==> src/rtl/tetris_pkg.sv <==
// Shared Tetris types: move commands, keycode constants, repeat FSM states
// and the keycode-to-command decoder.
package tetris_pkg;

    typedef enum logic [2:0] {
        CMD_NONE   = 3'd0,
        CMD_LEFT   = 3'd1,
        CMD_RIGHT  = 3'd2,
        CMD_ROTATE = 3'd3,
        CMD_SOFT   = 3'd4,
        CMD_HARD   = 3'd5
    } cmd_t;

    localparam logic [7:0] KC_A     = 8'h04;
    localparam logic [7:0] KC_D     = 8'h07;
    localparam logic [7:0] KC_S     = 8'h16;
    localparam logic [7:0] KC_W     = 8'h1A;
    localparam logic [7:0] KC_SPACE = 8'h2C;
    localparam logic [7:0] KC_RIGHT = 8'h4F;
    localparam logic [7:0] KC_LEFT  = 8'h50;
    localparam logic [7:0] KC_DOWN  = 8'h51;
    localparam logic [7:0] KC_UP    = 8'h52;

    typedef logic [1:0] state_t;
    localparam state_t ST_IDLE   = 2'd0;
    localparam state_t ST_DELAY  = 2'd1;
    localparam state_t ST_REPEAT = 2'd2;
    localparam state_t ST_HOLD   = 2'd3;

    function automatic cmd_t decode_key(input logic [7:0] kc);
        cmd_t c;
        case (kc)
            KC_A, KC_LEFT:  c = CMD_LEFT;
            KC_D, KC_RIGHT: c = CMD_RIGHT;
            KC_W, KC_UP:    c = CMD_ROTATE;
            KC_S, KC_DOWN:  c = CMD_SOFT;
            KC_SPACE:       c = CMD_HARD;
            default:        c = CMD_NONE;
        endcase
        return c;
    endfunction

endpackage

==> src/rtl/key_repeat_ctrl_vs_edge_sync.sv <==
// Brings VGA vsync into the Clk domain and strobes frame_tick for one cycle
// on each falling edge (start of vertical sync).
module vs_edge_sync (
    input  logic Clk,
    input  logic Reset,
    input  logic vs,
    output logic frame_tick
);

    logic sync1, sync2, prev;

    // All flops reset high so releasing Reset never looks like a falling edge.
    always_ff @(posedge Clk) begin
        if (Reset) begin
            sync1 <= 1'b1;
            sync2 <= 1'b1;
            prev  <= 1'b1;
        end else begin
            sync1 <= vs;
            sync2 <= sync1;
            prev  <= sync2;
        end
    end

    assign frame_tick = prev & ~sync2;

endmodule

==> src/rtl/key_repeat_ctrl.sv <==
// Turns the raw HID keycode into at most one move command per frame, with
// delayed auto-shift and auto-repeat for left/right and soft drop.
module key_repeat_ctrl
    import tetris_pkg::*;
#(
    parameter int DAS_FRAMES  = 10,
    parameter int ARR_FRAMES  = 3,
    parameter int SOFT_FRAMES = 2
) (
    input  logic       Clk,
    input  logic       Reset,
    input  logic [7:0] keycode,
    input  logic       vs,
    output cmd_t       cmd_pulse,
    output cmd_t       cmd_frame,
    output logic       frame_tick
);

    localparam logic [5:0] DAS  = DAS_FRAMES[5:0];
    localparam logic [5:0] ARR  = ARR_FRAMES[5:0];
    localparam logic [5:0] SOFT = SOFT_FRAMES[5:0];

    logic [7:0] keycode_q;
    state_t     state, state_nxt;
    cmd_t       held, held_nxt, act;
    logic [5:0] cnt, cnt_nxt, cnt_inc, period;
    logic       emit;

    vs_edge_sync u_vs_sync (
        .Clk        (Clk),
        .Reset      (Reset),
        .vs         (vs),
        .frame_tick (frame_tick)
    );

    assign act     = decode_key(keycode_q);
    assign cnt_inc = (cnt == 6'd63) ? cnt : cnt + 6'd1;
    assign period  = (held == CMD_SOFT) ? SOFT : ARR;

    // Next-state evaluation; only committed on a frame tick.
    always_comb begin
        state_nxt = state;
        held_nxt  = held;
        cnt_nxt   = cnt;
        emit      = 1'b0;
        if (act == CMD_NONE) begin
            state_nxt = ST_IDLE;
            held_nxt  = CMD_NONE;
            cnt_nxt   = 6'd0;
        end else if (act != held) begin
            emit     = 1'b1;
            held_nxt = act;
            cnt_nxt  = 6'd0;
            case (act)
                CMD_LEFT, CMD_RIGHT: state_nxt = ST_DELAY;
                CMD_SOFT:            state_nxt = ST_REPEAT;
                default:             state_nxt = ST_HOLD;
            endcase
        end else begin
            case (state)
                ST_DELAY: begin
                    cnt_nxt = cnt_inc;
                    if (cnt_inc == DAS) begin
                        emit      = 1'b1;
                        cnt_nxt   = 6'd0;
                        state_nxt = ST_REPEAT;
                    end
                end
                ST_REPEAT: begin
                    cnt_nxt = cnt_inc;
                    if (cnt_inc == period) begin
                        emit    = 1'b1;
                        cnt_nxt = 6'd0;
                    end
                end
                default: ;
            endcase
        end
    end

    always_ff @(posedge Clk) begin
        if (Reset) begin
            keycode_q <= 8'h00;
            state     <= ST_IDLE;
            held      <= CMD_NONE;
            cnt       <= 6'd0;
            cmd_pulse <= CMD_NONE;
            cmd_frame <= CMD_NONE;
        end else begin
            keycode_q <= keycode;
            if (frame_tick) begin
                state     <= state_nxt;
                held      <= held_nxt;
                cnt       <= cnt_nxt;
                cmd_pulse <= emit ? act : CMD_NONE;
                cmd_frame <= emit ? act : CMD_NONE;
            end else begin
                cmd_pulse <= CMD_NONE;
            end
        end
    end

endmodule

==> config.mk <==
export PLATFORM = sky130hd
export DESIGN_NAME = key_repeat_ctrl
export DESIGN_NICKNAME = d
export VERILOG_FILES = /design/src/rtl/tetris_pkg.sv /design/src/rtl/key_repeat_ctrl_vs_edge_sync.sv /design/src/rtl/key_repeat_ctrl.sv
export SDC_FILE = /design/constraint.sdc
export NUM_CORES = 1
export LEC_CHECK = 0
export CAP_MARGIN = 15
export CELL_PAD_IN_SITES_DETAIL_PLACEMENT = 1
export CELL_PAD_IN_SITES_GLOBAL_PLACEMENT = 1
export CORE_ASPECT_RATIO = 1.75
export CORE_UTILIZATION = 35
export CTS_CLUSTER_SIZE = 25
export DETAILED_ROUTE_END_ITERATION = 12
export DONT_BUFFER_PORTS = 1
export GPL_TIMING_DRIVEN = 0
export HOLD_SLACK_MARGIN = 0.15
export PLACE_DENSITY_LB_ADDON = 0.25
export SLEW_MARGIN = 20
export SYNTH_ARGS = -nofsm -noshare
export SYNTH_HDL_FRONTEND = slang
export SYNTH_HIERARCHICAL = 1
export SYNTH_SLANG_ARGS = --single-unit
==> constraint.sdc <==
create_clock -name Clk -period 3.6 [get_ports Clk]
set_input_delay 0.36 -clock Clk [delete_from_list [all_inputs] [get_ports Clk]]
set_output_delay 0.36 -clock Clk [all_outputs]
set_load 0.005 [all_outputs]
==> impl_metrics.py, run 1 <==
metrics = {
    "worst_setup_path": {
        "arrival_ns": 2.71,
        "reg2reg_slack_ns": 1.06,
        "rr_startpoint": "cnt[0]$_SDFFE_PP0P_",
        "cp_max_fo": 7,
        "reg2regPathDepth": 8,
        "worst_ep_required_time_ns": 3.77,
        "critical_path_class": "reg -> reg",
        "reg2reg_to": "cmd_frame[0]$_SDFFE_PP0P_",
        "end_kind": "flop",
        "critPathLaunchType": "flop",
        "cp-endpoint": "cmd_frame[0]$_SDFFE_PP0P_",
        "crit_path_start": "cnt[0]$_SDFFE_PP0P_",
    },
    "sta": {
        "setup_ws_ns": 1.06,
        "slew_viol_final": 0,
        "skew_ns": 0.00418,
        "max-slew-margin-rel_pct": 58.6,
        "fin_tns_setup_ns": 0,
        "hold_violations": 0,
        "rsz0062_at_grt": "false",
        "tightestPinTransition_ns": 0.615,
        "final.period_utilization_pct": 70.6,
        "setup_viol": 0,
        "max_freq_mhz": 393,
        "fin_crit_ns": 2.54,
    },
    "power": {
        "p_leak_uw": 0.000564,
        "p_switching_uw": 133,
        "powerDensity_mw_per_mm2": 355,
        "p_sw_share_pct": 23.3,
        "p_comb_share_pct": 7.9,
        "ir_worst_vdd_mv": 0.256,
        "pwr-share-seq_pct": 57.2,
        "p_int_uw": 437,
        "clockPowerShare_pct": 34.9,
        "totalPowerFinal_uw": 569,
    },
    "cts": {
        "cts_tree": "yes",
        "cts_made_buffers": 3,
        "clk_pin_slew_ns": 0.09,
        "clk_latency_ns": 0.28,
        "cts_root_buffer": "clkbuf_8",
        "cts_sinks": 28,
        "cts_setup_buffers": 0,
        "clk_path_buf_depth": 2,
        "htreeDepth": 1,
        "cts.repair.resized": 0,
        "cts_hold_buf": 1,
    },
    "die": {
        "dieArea_mm2": 0.00450,
        "pin_count": 18,
        "die_h_um": 88.0,
        "fp-row-count": 30,
        "start_util_pct": 37.2,
        "core_mm2": 0.00398,
        "die_w_um": 51.1,
    },
    "synthesis": {
        "synth_area_mm2": 0.00148,
        "synth_area_per_cell_um2": 9.19,
        "synth_warnings": 6,
        "syn_nets": 176,
        "synth-main-ff-cell": "dfxtp_1",
        "syn_inst": 161,
        "synth-seq-cells": 28,
        "synth_async_sr_flop_share_pct": 0,
        "ys_seq_area_share_pct": 37.9,
        "synth_cell_types": 49,
        "synth_edf_count": 0,
    },
    "drt": {
        "wirelength_mm": 3.62,
        "firstDrtPassIters": 4,
        "wl_per_cell_um": 16.9,
        "vias_per_cell": 5.67,
        "vias": 1213,
        "drc": 0,
        "ant_nets": 0,
        "detail_route.iter0.violations": 33,
    },
    "placement": {
        "place_ws_ns": 1.07,
        "gp_congestion": 0.773,
        "port_buffers": 0,
        "dp_hpwl_mm": 2.91,
    },
    "min_path": {
        "hold_class": "in -> reg",
    },
    "global_routing": {
        "grt_pass1_wl_mm": 5.80,
        "antenna_found_initial": 0,
        "grt_max_degree": 16,
        "grt_usage_pct": 17.3,
        "grt_pass1_vias": 1296,
        "overflow": 0,
    },
    "layout": {
        "nFillCells": 506,
        "layout-drive-gt1-share_pct": 10.2,
        "area_delta_synth_final_pct": 8.46,
        "diodes": 0,
        "nets": 182,
        "post-route-util_pct": 40.3,
    },
    "job": {
        "maxCapViolCount": 0,
    },
    "status": {
        "status": "finished clean",
    },
}
## area by class of cell
| type | count | area [µm²] | area share [%] |
|---|---|---|---|
| Multi-Input combinational cell | 123 | 880 | 54.8 |
| Clock buffer | 4 | 55.1 | 3.43 |
| Sequential cell | 28 | 561 | 34.9 |
| Buffer | 3 | 12.5 | 0.780 |
| Timing Repair Buffer | 1 | 10.0 | 0.624 |
| Inverter | 7 | 26.3 | 1.64 |
| Tap cell | 48 | 60.1 | 3.74 |
## synth_stat cells, types with 3 or more instances
| master | number | area, µm² |
|---|---|---|
| nor3_1 | 3 | 15.0 |
| a211oi_1 | 4 | 30.0 |
| or2_1 | 3 | 18.8 |
| nand2_1 | 8 | 30.0 |
| nand3_1 | 4 | 20.0 |
| o21ai_1 | 6 | 30.0 |
| xnor2_1 | 6 | 52.6 |
| nor3b_1 | 6 | 45.0 |
| nor4_1 | 3 | 18.8 |
| o21ai_0 | 5 | 25.0 |
| nor2_1 | 12 | 45.0 |
| dfxtp_1 | 28 | 561 |
| nor2b_1 | 11 | 68.8 |
| ha_1 | 4 | 50.1 |
| nand2b_1 | 3 | 18.8 |
| inv_1 | 7 | 26.3 |
| a21oi_1 | 4 | 20.0 |
| or3_1 | 3 | 18.8 |
| o21a_1 | 4 | 30.0 |
## critical path, stage by stage, from the launching register on
cell      delay [ns]
dfxtp_1         0.39
ha_1            0.29
and4_2          0.31
a211oi_1        0.50
nor4_1          0.19
a41oi_1         0.22
nor2_1          0.08
o21ai_1         0.31
o21ai_0         0.13
## power by group through the flow
stage          sequential [µW]  clock, µW  combinational (µW)
4_1_cts                    326        203                45.6
5_1_grt                    327        212                49.6
2_1_floorplan              330          0                35.4
3_5_place_dp               333          0                44.3
3_3_place_gp               332          0                42.3
6_report                   325        199                45.2
## worst min-delay path by stage
stage	start	to	cells past startpoint	slack, ns
detailed placement	u_vs_sync/sync1$_SDFF_PP1_	u_vs_sync/sync2$_SDFF_PP1_	1	0.40
CTS	Reset	u_vs_sync/sync2$_SDFF_PP1_	1	0.17
global placement	u_vs_sync/sync1$_SDFF_PP1_	u_vs_sync/sync2$_SDFF_PP1_	1	0.39
finish	Reset	u_vs_sync/sync2$_SDFF_PP1_	1	0.17
global route	Reset	u_vs_sync/prev$_SDFF_PP1_	1	0.17
floorplan	u_vs_sync/sync1$_SDFF_PP1_	u_vs_sync/sync2$_SDFF_PP1_	1	0.39
## cells by family (layout without fill, tap and decap cells)
logic type	after synthesis	after routing	share of synthesized area, %
AO/OA/AOI/OAI	37	37	17.3
XOR/XNOR	6	6	3.55
adder cells (fa/ha/maj)	4	4	3.38
buffers and inverters	10	15	2.62
flip-flops	28	28	37.9
multiplexers	2	2	1.78
AND/OR/NAND/NOR	74	74	33.4
## routing by layer
layer  track usage (%)  vias to the layer above  routed length [µm]
li1                  -                      590                   -
met1              16.2                      599                1320
met2              35.4                       17                2160
met3              2.08                        7                  60
met4              7.58                        0                  77
met5                 0                        -                   0
## per-stage QoR
stage | hold slack [ns] | std cells | area [µm²]
after floorplan | 0.385 | 161 | 1480
after global placement | 0.391 | 209 | 1540
after detailed placement | 0.402 | 209 | 1540
after CTS | 0.170 | 214 | 1600
after global routing | 0.168 | 214 | 1600
final | 0.172 | 214 | 1600
## cells in the final DEF (no fill, tap or decap), types with 2 or more instances in the layout
cell type,synthesis,routed
a211oi_1,4,4
inv_1,7,7
and3b_1,2,2
dfxtp_1,28,28
nor4_1,3,3
o21ai_1,6,6
nor3_1,3,3
or4_4,2,2
nor3b_1,6,6
nor2_1,12,12
nand3_1,4,4
or2_1,3,3
ha_1,4,4
a31oi_1,2,2
a32o_1,2,2
nand2_1,8,8
clkbuf_1,2,2
or3_1,3,3
nor2b_1,11,11
nand2b_1,3,3
xnor2_1,6,6
o21a_1,4,4
and3_1,2,2
a21oi_1,4,4
clkbuf_8,0,4
o21ai_0,5,5
o21bai_1,2,2
## state kept, by name, summed over array words and instances, names as in the netlist
register,cells
cmd_pulse,3
u_vs_sync/sync2,1
state,2
cnt,6
u_vs_sync/prev,1
u_vs_sync/sync1,1
cmd_frame,3
held,3
keycode_q,8
(Power assumes the default switching activity.)
==> run 2, diff against run 1 <==
==> constraint.sdc (replaced) <==
create_clock -name Clk -period 2.1 [get_ports Clk]
set_input_delay 0.21 -clock Clk [delete_from_list [all_inputs] [get_ports Clk]]
set_output_delay 0.21 -clock Clk [all_outputs]
set_load 0.005 [all_outputs]
==> run 2 against run 1 <==
  * The flow now finishes with violations (setup timing)
  * Global-route usage is 2.8 points higher
  * Combinational power grew to 2.9 times the previous value
  * Core utilization is 8.5 points higher
  * Clock skew is 0.0011 ns lower
  * Worst setup slack worse by 1.4 ns
  * Sequential share of layout area is 5.4 points lower
  * Clock-buffer cell count stayed put
  * Sequential power is 72% higher
  * Critical endpoint is now state[1]$_SDFFE_PP0P_
  * Largest cell class unchanged
==> impl_metrics.py, run 2 (same netlist as run 1, synthesis figures left out) <==
metrics = {
    "worst_setup_path": {
        "end_kind": "flop",
        "critical_path_class": "reg -> reg",
        "critPathLaunchType": "flop",
        "crit_path_start": "keycode_q[7]$_SDFF_PP0_",
        "cp-endpoint": "state[1]$_SDFFE_PP0P_",
        "worst_ep_required_time_ns": 2.28,
        "reg2reg_slack_ns": -0.33,
        "cp_max_fo": 5,
        "arrival_ns": 2.61,
        "rr_startpoint": "keycode_q[7]$_SDFF_PP0_",
        "reg2regPathDepth": 7,
        "reg2reg_to": "state[1]$_SDFFE_PP0P_",
    },
    "sta": {
        "skew_ns": 0.00308,
        "hold_violations": 0,
        "setup_ws_ns": -0.334,
        "fin_tns_setup_ns": -3.80,
        "setup_viol": 14,
        "max_freq_mhz": 411,
        "max-slew-margin-rel_pct": 67.7,
        "rsz0062_at_grt": "true",
        "fin_crit_ns": 2.43,
        "tightestPinTransition_ns": 0.481,
        "final.period_utilization_pct": 116,
        "slew_viol_final": 0,
    },
    "status": {
        "status": "finished with violations",
        "violations": "setup timing",
    },
    "layout": {
        "nets": 199,
        "top_register": "keycode_q",
        "largest_reg_flops": 8,
        "reg_top3": "keycode_q x8, cnt x6",
        "layout-drive-gt1-share_pct": 29.5,
        "diodes": 0,
        "post-route-util_pct": 48.8,
        "mostFrequentLayoutCell": "dfxtp_1",
        "layout_common_cells": "dfxtp_1, nor2b_1, dlygate4sd3_1, nor2_1",
        "area_delta_synth_final_pct": 31.2,
        "fin_cells": 231,
    },
    "die": {
        "die_h_um": 88.0,
        "fp-row-count": 30,
        "pin_count": 18,
        "start_util_pct": 37.2,
        "dieArea_mm2": 0.00450,
        "die_w_um": 51.1,
        "core_mm2": 0.00398,
    },
    "placement": {
        "gp_congestion": 0.731,
        "port_buffers": 0,
        "dp_hpwl_mm": 2.85,
        "place_ws_ns": -0.466,
        "dp_cells": 209,
    },
    "drt": {
        "vias": 1301,
        "vias_per_cell": 5.63,
        "wl_per_cell_um": 17.3,
        "firstDrtPassIters": 3,
        "drc": 0,
        "wirelength_mm": 4.00,
        "ant_nets": 0,
        "detail_route.iter0.violations": 13,
    },
    "power": {
        "powerDensity_mw_per_mm2": 530,
        "ir_worst_vdd_mv": 0.356,
        "p_leak_uw": 0.000675,
        "totalPowerFinal_uw": 1030,
    },
    "cts": {
        "clk_path_buf_depth": 2,
        "cts_sinks": 28,
        "cts_root_buffer": "clkbuf_8",
        "cts_made_buffers": 3,
        "clk_pin_slew_ns": 0.09,
        "clk_latency_ns": 0.28,
        "htreeDepth": 1,
        "cts_tree": "yes",
    },
    "global_routing": {
        "grt_usage_pct": 20.1,
        "overflow": 0,
        "grt_max_degree": 16,
        "grt_pass1_vias": 1440,
        "grt_pass1_wl_mm": 6.56,
        "antenna_found_initial": 0,
    },
    "min_path": {
        "holdPathStages": 3,
        "hold_class": "in -> reg",
    },
    "job": {
        "maxCapViolCount": 0,
    },
}
-- run 2: worst min-delay path by stage --
stage,start,end
finish,Reset,cmd_pulse[0]$_SDFF_PP0_
floorplan,Reset,keycode_q[0]$_SDFF_PP0_
CTS,Reset,cmd_pulse[1]$_SDFF_PP0_
global placement,Reset,keycode_q[0]$_SDFF_PP0_
detailed placement,Reset,keycode_q[0]$_SDFF_PP0_
global route,Reset,cmd_pulse[0]$_SDFF_PP0_
-- run 2: what timing repair did --
action | in CTS | in global routing
pin swaps | 9 | 1
hold endpoints to repair | 12 | 0
endpoints found under the setup margin | 14 | 14
resized for setup | 38 | 4
buffers inserted | 6 | 2
hold buffers | 10 | 0
-- run 2: area by class of cell --
| type | instances | area, µm² |
|---|---|---|
| multi-input cells | 123 | 1050 |
| fillers | 473 | 2040 |
| flip-flops and latches | 28 | 573 |
| plain buffers | 3 | 12.5 |
| inverters | 7 | 26.3 |
| clock buffers | 4 | 55.1 |
| well taps | 48 | 60.1 |
| repair buffers | 18 | 164 |
-- run 2: metal layers --
metal | vias up | GRT usage (%) | share of wire [%]
met1 | 636 | 15.6 | 32
met2 | 19 | 43.3 | 62
met3 | 13 | 2.08 | 1.5
met4 | 0 | 12.1 | 4.0
met5 | - | 0 | 0
li1 | 633 | - | -
-- run 2: where the power goes --
| part | leakage, µW | switching [µW] | total [µW] | internal [µW] |
|---|---|---|---|---|
| clock | 0.0000288 | 169 | 337 | 168 |
| sequential | 0.000231 | 16.9 | 560 | 543 |
| combinational | 0.000415 | 60.8 | 132 | 70.7 |
| total | 0.000675 | 247 | 1030 | 782 |
-- run 2: stage by stage --
| stage | hold slack, ns | cell area, µm² |
|---|---|---|
| 4_1_cts | 0.165 | 1910 |
| 5_1_grt | 0.171 | 1940 |
| 6_report | 0.162 | 1940 |
| 3_3_place_gp | 0.290 | 1550 |
| 3_5_place_dp | 0.296 | 1550 |
| 2_1_floorplan | 0.282 | 1490 |
-- run 2: worst max-delay path, cell delays in order, from the launching register on --
cell and delay (ns):
dfxtp_4 0.36, or4b_4 0.58, a21oi_4 0.24, a211oi_4 0.08
buf_4 0.15, or4_4 0.58, a2bb2oi_2 0.16, a32o_1 0.20
